==> config.mk <==
export PLATFORM = sky130hd
export DESIGN_NAME = game_ctrl
export DESIGN_NICKNAME = d
export VERILOG_FILES = /design/src/rtl/game_ctrl.sv
export SDC_FILE = /design/constraint.sdc
export NUM_CORES = 1
export LEC_CHECK = 0
export ABC_AREA = 1
export CAP_MARGIN = 10
export CORE_UTILIZATION = 49
export DETAILED_ROUTE_END_ITERATION = 8
export PLACE_DENSITY = 0.81
export SYNTH_ARGS = -nofsm -noshare
export SYNTH_HDL_FRONTEND = slang
export SYNTH_SLANG_ARGS = --single-unit
==> constraint.sdc <==
create_clock -name clk -period 1.7 [get_ports clk]
set_input_delay 0.51 -clock clk [delete_from_list [all_inputs] [get_ports clk]]
set_output_delay 0.51 -clock clk [all_outputs]
set_load 0.01 [all_outputs]
==> src/rtl/game_ctrl.sv <==
// Whack-a-mole game sequencer: owns the game FSM, holds/releases the countdown
// timer, gates mole activity and tracks the current and session-best score.
module game_ctrl #(
   parameter int unsigned READY_SECS = 3,
   parameter int unsigned SCORE_W    = 8
) (
   input  logic               clk,
   input  logic               rst,
   input  logic               start_btn,
   input  logic               sec_tick,
   input  logic [5:0]         time_left,
   input  logic               hit,
   output logic               timer_rst,
   output logic               is_started,
   output logic               mole_en,
   output logic               game_over,
   output logic [1:0]         state,
   output logic [1:0]         ready_cnt,
   output logic [SCORE_W-1:0] score,
   output logic [SCORE_W-1:0] high_score
);

   typedef enum logic [1:0] {
      IDLE  = 2'd0,
      READY = 2'd1,
      PLAY  = 2'd2,
      OVER  = 2'd3
   } state_t;

   localparam logic [SCORE_W-1:0] SCORE_MAX = '1;

   state_t state_q;
   logic   start_d;
   logic   start_rise;
   logic   over_first;

   assign start_rise = start_btn & ~start_d;

   // Game FSM with score and high-score bookkeeping.
   always_ff @(posedge clk) begin
      if (rst) begin
         state_q    <= IDLE;
         start_d    <= 1'b0;
         over_first <= 1'b0;
         ready_cnt  <= '0;
         score      <= '0;
         high_score <= '0;
      end else begin
         start_d    <= start_btn;
         over_first <= 1'b0;
         case (state_q)
            IDLE: begin
               if (start_rise) begin
                  state_q   <= READY;
                  ready_cnt <= 2'(READY_SECS);
                  score     <= '0;
               end
            end
            READY: begin
               if (sec_tick) begin
                  if (ready_cnt == 2'd1) begin
                     state_q   <= PLAY;
                     ready_cnt <= '0;
                  end else begin
                     ready_cnt <= ready_cnt - 2'd1;
                  end
               end
            end
            PLAY: begin
               if (hit && (score != SCORE_MAX)) begin
                  score <= score + SCORE_W'(1);
               end
               if (time_left == 6'd0) begin
                  state_q    <= OVER;
                  over_first <= 1'b1;
               end
            end
            OVER: begin
               // Score is frozen here, so one compare on entry is enough.
               if (over_first && (score > high_score)) begin
                  high_score <= score;
               end
               if (start_rise) begin
                  state_q <= IDLE;
               end
            end
            default: state_q <= IDLE;
         endcase
      end
   end

   // Control outputs depend on the registered state only.
   assign timer_rst  = (state_q == IDLE) || (state_q == READY);
   assign is_started = (state_q == PLAY);
   assign mole_en    = (state_q == PLAY);
   assign game_over  = (state_q == OVER);
   assign state      = state_q;

endmodule

**After elaboration in Yosys (flattened, before gate mapping)**

Cells that the tools add are included.

- $add $sub $neg: 2
- $mul: 0
- Div/mod/pow operators: 0
- $lt $le $gt $ge: 1
- Eq/ne operators: 11
- Shift-type cells: 0
- Mux-type cells: 14
- Bitwise logic cells: 3
- Reduce and logical (&&, ||, !) cells: 12

Operators with widths:

| cell | number |
|---|---|
| 2-bit two-way mux | 8 |
| 8-bit two-way mux | 2 |
| 8-bit one-hot mux with 2 select lines | 1 |
| 8-bit by 1-bit adder with 8-bit output, second input constant | 1 |
| 8-bit > comparator | 1 |
| 8-bit inequality test, second input constant | 1 |
| 2-bit one-hot mux with 4 select lines | 1 |
| 6-bit zero test | 1 |
| 2-bit by 1-bit inequality test with 1-bit output, second input constant | 3 |
| 2-bit inequality test, second input constant | 3 |
| 3-bit AND reduction | 2 |
| 5-bit AND reduction | 1 |
| 2-bit by 1-bit == test with 1-bit output, second input constant | 2 |
| 2-bit == test, second input constant | 2 |
| 2-bit one-hot mux with 2 select lines | 1 |
| 2-bit nonzero test | 2 |
| 1-bit logical AND | 2 |
| 2-bit zero test | 1 |
| 1-bit inverter | 2 |
| 2-bit AND reduction | 1 |
| 2-bit OR reduction | 1 |
| 2-bit by 1-bit subtractor with 2-bit output, second input constant | 1 |
| 1-bit bitwise AND | 1 |
| 1-bit logical OR | 1 |
| 1-bit two-way mux | 1 |

- Register bits after elaboration: 22
- Bits in latches: 0
- Bits in writable memories: 0
- Memory bits (read-only): 0
- Input bits: 11
- Output and inout bits: 24
- Logic and storage cells: 49
- Memories: 0

**Logic depth before layout (Yosys ltp)**

- Word-level depth: 4
- Mapped depth: 13
- Gate-level depth less buffers: 12

**Worst setup path before layout**

OpenSTA, ideal clock, no wires.

- Path kind: reg-to-reg
- From: reg score[0]
- To: reg high_score[7]
- Library setup time: 0.115 ns
- Arrival: 1.459 ns
- Required time: 1.585 ns
- Path slack: 0.126 ns
- Stages on the path, launching flop included: 10
- Path buffers: 1
- Clock period less this slack: 1.574 ns
- Cell sequence: dfxtp_1 > inv_1 > ha_1 > nand2_1 > nor2_1 > a21oi_2 > buf_4 > nand3_1 > nand2_1 > nor2_1

- Word-level cells in the longest chain between the ends: 3

RTL lines:

| element | line | RTL |
|---|---|---|
| start: declaration | 19 | `output logic [SCORE_W-1:0] score,` |
| start signal: assignment | 71 | `score <= score + SCORE_W'(1);` |
| 8-bit > comparator | 80 | `if (over_first && (score > high_score)) begin` |
| 1-bit logical AND | 80 |  |
| 2-bit AND reduction (no line) | n/a |  |
| end signal: assignment | 81 | `high_score <= score;` |
| end: declaration | 20 | `output logic [SCORE_W-1:0] high_score` |

No other way between the ends.
A chain may end at the register's enable or synchronous reset.

**Worst setup path after layout**

- From: reg state_q[0] (netlist: state[0])
- To: out timer_rst

- Word-level cells in the longest chain between the ends: 2
- Elaborated cells between the ends (all ways): 3
- Classes of those cells: 1 x eq/ne; 2 x reduce/logical

RTL lines:

| element | line | RTL |
|---|---|---|
| start: declaration | 32 | `state_t state_q;` |
| start signal: assignment | 42 | `state_q <= IDLE;` |
| start signal: assignment | 54 | `state_q <= READY;` |
| start signal: assignment | 62 | `state_q <= PLAY;` |
| 2-bit by 1-bit == test with 1-bit output / 2-bit zero test (equally long branches) | 93 | `assign timer_rst = (state_q == IDLE) \|\| (state_q == READY);` |
| 1-bit logical OR * | 93 |  |
| end: declaration | 13 | `output logic timer_rst,` |

Mark *: on every way between the ends. The rest lies on a longest branch, timed or not.

==> results.md <==
* # clock sinks at 22
* Post-Layout Cell Count at 302
* Worst-Skew Late Latency at 0.32 ns
* CP max FO at 3
* Worst path slowest cell: dfxtp_2
* Vias in the first global route at 1,415
* Io pins at 35
* Area used by multi-input combinational logic at 897.1 um2
* # fillers at ~240
* Most common cell after layout, fill and taps aside: nand2_1
* GP Congestion at 0.9234
* Setup WS post-layout at 0.01334 ns
* Critical R2R Capture: score[1]
* Crit share post-route at 99.22%
* Dpl cells at 295
* DRC errors left at 0
* Util after Layout at 74.18%
* Die Height at ~56 um
* Cells after Synth at roughly 220
* Slew margin rel. at 82.11%
* WHS Path Cells at 2
* Crit path from: state[0]
* Synth Cell Area at 1444 um2
* Setup violations, final at 0
* Hold WC Path Type: flip-flop to flip-flop
* Most frequent cells in the layout: nand2_1 (52), inv_1 (27), nor2_1 (26)
* Clk_skew at 0.001989 ns
* Initial Util at between 50% and 60%
* Max IR drop VDD at 1.055 mV
* Required time worst endpoint at ~1.2 ns
* Post-synthesis sequential area ratio at between 30% and 40%
* Reg clk slew, reported paths at 0.13 ns
* Global route overflow at 0
* Pwr Density at 1232 nW/um2
* Root buffer cell: clkbuf_4
* Crit path depth at 5
* Pre-antenna DRT Iters at 4
* Unrepaired setup endpoints after global routing: yes
* Crit path DAT at 1.18 ns
* Total track usage at 24.27%
* CP Class: flip-flop to output pin
* Avg Cell Area, Syn at 6.716 um2
* Cell Chain, Critical Path: buf_6, ha_4, inv_2, nand2_1, buf_2
* Max-cap violations at 0
* Status: finished clean
* #FFs+latches synth at 22
* Setup TNS at 0 ns
* Layout cells sized above 1 at about a quarter
* H-tree depth at 1
* Largest net degree at the start of global routing at 17
* CTS buffer count at 3
* Flop2flop setup slack at around 0.1 ns
* CP top delay family: flip-flops
* Final Critical Period at 1.687 ns
* Total Wirelength at between 3000 and 4000 um
* Vias/cell at about 5.2
* Row count at 19
* Hold-fix buffers at CTS at 0
* Slew @ Worst Pin at 0.2681 ns
* CP Capture Type: output pin
* Fmax at about 0.59 GHz
* Synth Warn # at 0
* Dpl ws at -0.1078 ns
* Critical Path Max Stage Delay at roughly 0.36 ns
* Ant diodes at 0
* Netlist cell types at 20
* Nets at 297
* Core Box Area at 2781 um2
* R2R cell count at 8
* Critical path startpoint category: flip-flop
* Clock Path Buffers at 2
* Die footprint at 3168 um2
* Leak pwr at around 1 nW
* First-pass GRT wire length at between 5000 and 6000 um
* Detailed placement HPWL at 2615 um
* Sequential Area at 471.7 um2
* Area growth from synthesis to layout at 42.89%
* Worst hold slack at 0.5048 ns
* FF-to-FF Start: state[1]
* Antenna viol nets, final at 0
* Fin. Hold Viols at 0
* Setup crit end: timer_rst
* Initial antenna violation count at 0
* Via count at 1,565
* Syn Nets at 240
* Worst path bufs/invs at 3
* TritonCTS clock tree: done
* I/O Buffers at 34
* Max Slew Vio Count at 0
* DR iter-0 viols at 61
* Die Span X at between 50 and 60 um
* Wire per inst at around 12 um
## Yosys cell counts
library cell | instances | area, um2
nand3_1 | 17 | 85.08
a21oi_1 | 21 | 105.1
ha_1 | 14 | 175.2
nand2_1 | 52 | 195.2
buf_2 | 1 | 5.000
o21ai_1 | 2 | 10.01
nor3_1 | 2 | 10.01
a21o_1 | 1 | 7.510
nor2_2 | 2 | 12.51
nand2_2 | 5 | 31.28
inv_1 | 31 | 116.4
a21oi_2 | 3 | 26.28
nor2_1 | 27 | 101.4
inv_2 | 2 | 7.510
nor2_4 | 2 | 22.52
o21ai_0 | 4 | 20.02
a21oi_4 | 1 | 16.27
dfxtp_1 | 22 | 440.4
buf_4 | 3 | 22.52
nand2_4 | 3 | 33.78
## metal layers
| layer | global-route usage (%) | part of all wire (%) |
|---|---|---|
| met1 | 28.82 | 44 |
| met2 | 42.35 | 49 |
| met3 | 5.069 | 5.7 |
| met4 | 10.10 | 1.9 |
| met5 | 0 | 0 |
## power by group
part / leakage [nW] / total [mW] / switching, mW / internal [mW]
Sequential: 0.187 / 0.734 / 0.101 / 0.632
Combinational: 0.780 / 1.39 / 0.801 / 0.592
Clock: 0.0279 / 0.414 / 0.176 / 0.239
## logic make-up after synthesis
kind of cell             synth area share [%]
adder cells (fa/ha/maj)                 12.13
AO/OA/AOI/OAI                           12.83
AND/OR/NAND/NOR                         34.06
buffers and inverters                   10.48
flip-flops                              30.50
## repair_timing
action | 4_1_cts | 5_1_grt
pin swaps | 1 | 1
setup endpoints to repair | 24 | 12
buffers inserted | 1 | 2
resized for setup | 56 | 12
## worst min-delay path by stage
stage | start | to | slack, ns
2_1_floorplan | state[1] | state[1] | 0.52
3_3_place_gp | high_score[6] | high_score[6] | 0.49
3_5_place_dp | high_score[5] | high_score[5] | 0.49
4_1_cts | high_score[3] | high_score[3] | 0.51
5_1_grt | high_score[3] | high_score[3] | 0.53
6_report | high_score[3] | high_score[3] | 0.50
## flip-flops by register name (all words and copies together) (netlist names)
name,cells
ready_cnt,2
score,8
state,2
over_first,1
high_score,8
start_d,1
## metrics by stage
stage	power (mW)	cell area [um2]
6_report	2.542	2063
3_5_place_dp	2.033	1951
4_1_cts	2.425	2019
3_3_place_gp	1.998	1951
2_1_floorplan	1.504	1444
5_1_grt	2.734	2063
## tightest hold or removal path: stages, from the launching register on
cell and delay (ns):
dfxtp_2 0.36, a21oi_1 0.04, nor2_1 0.08
## area by class of cell
class | count | area share, %
clock buffers | 3 | 1.092
well taps | 31 | 1.880
clock inverters | 1 | 1.455
multi-input cells | 156 | 43.48
flip-flops and latches | 22 | 22.86
inverters | 33 | 6.125
repair buffers | 56 | 23.10
Note: power is estimated with default switching activity, not from simulation.
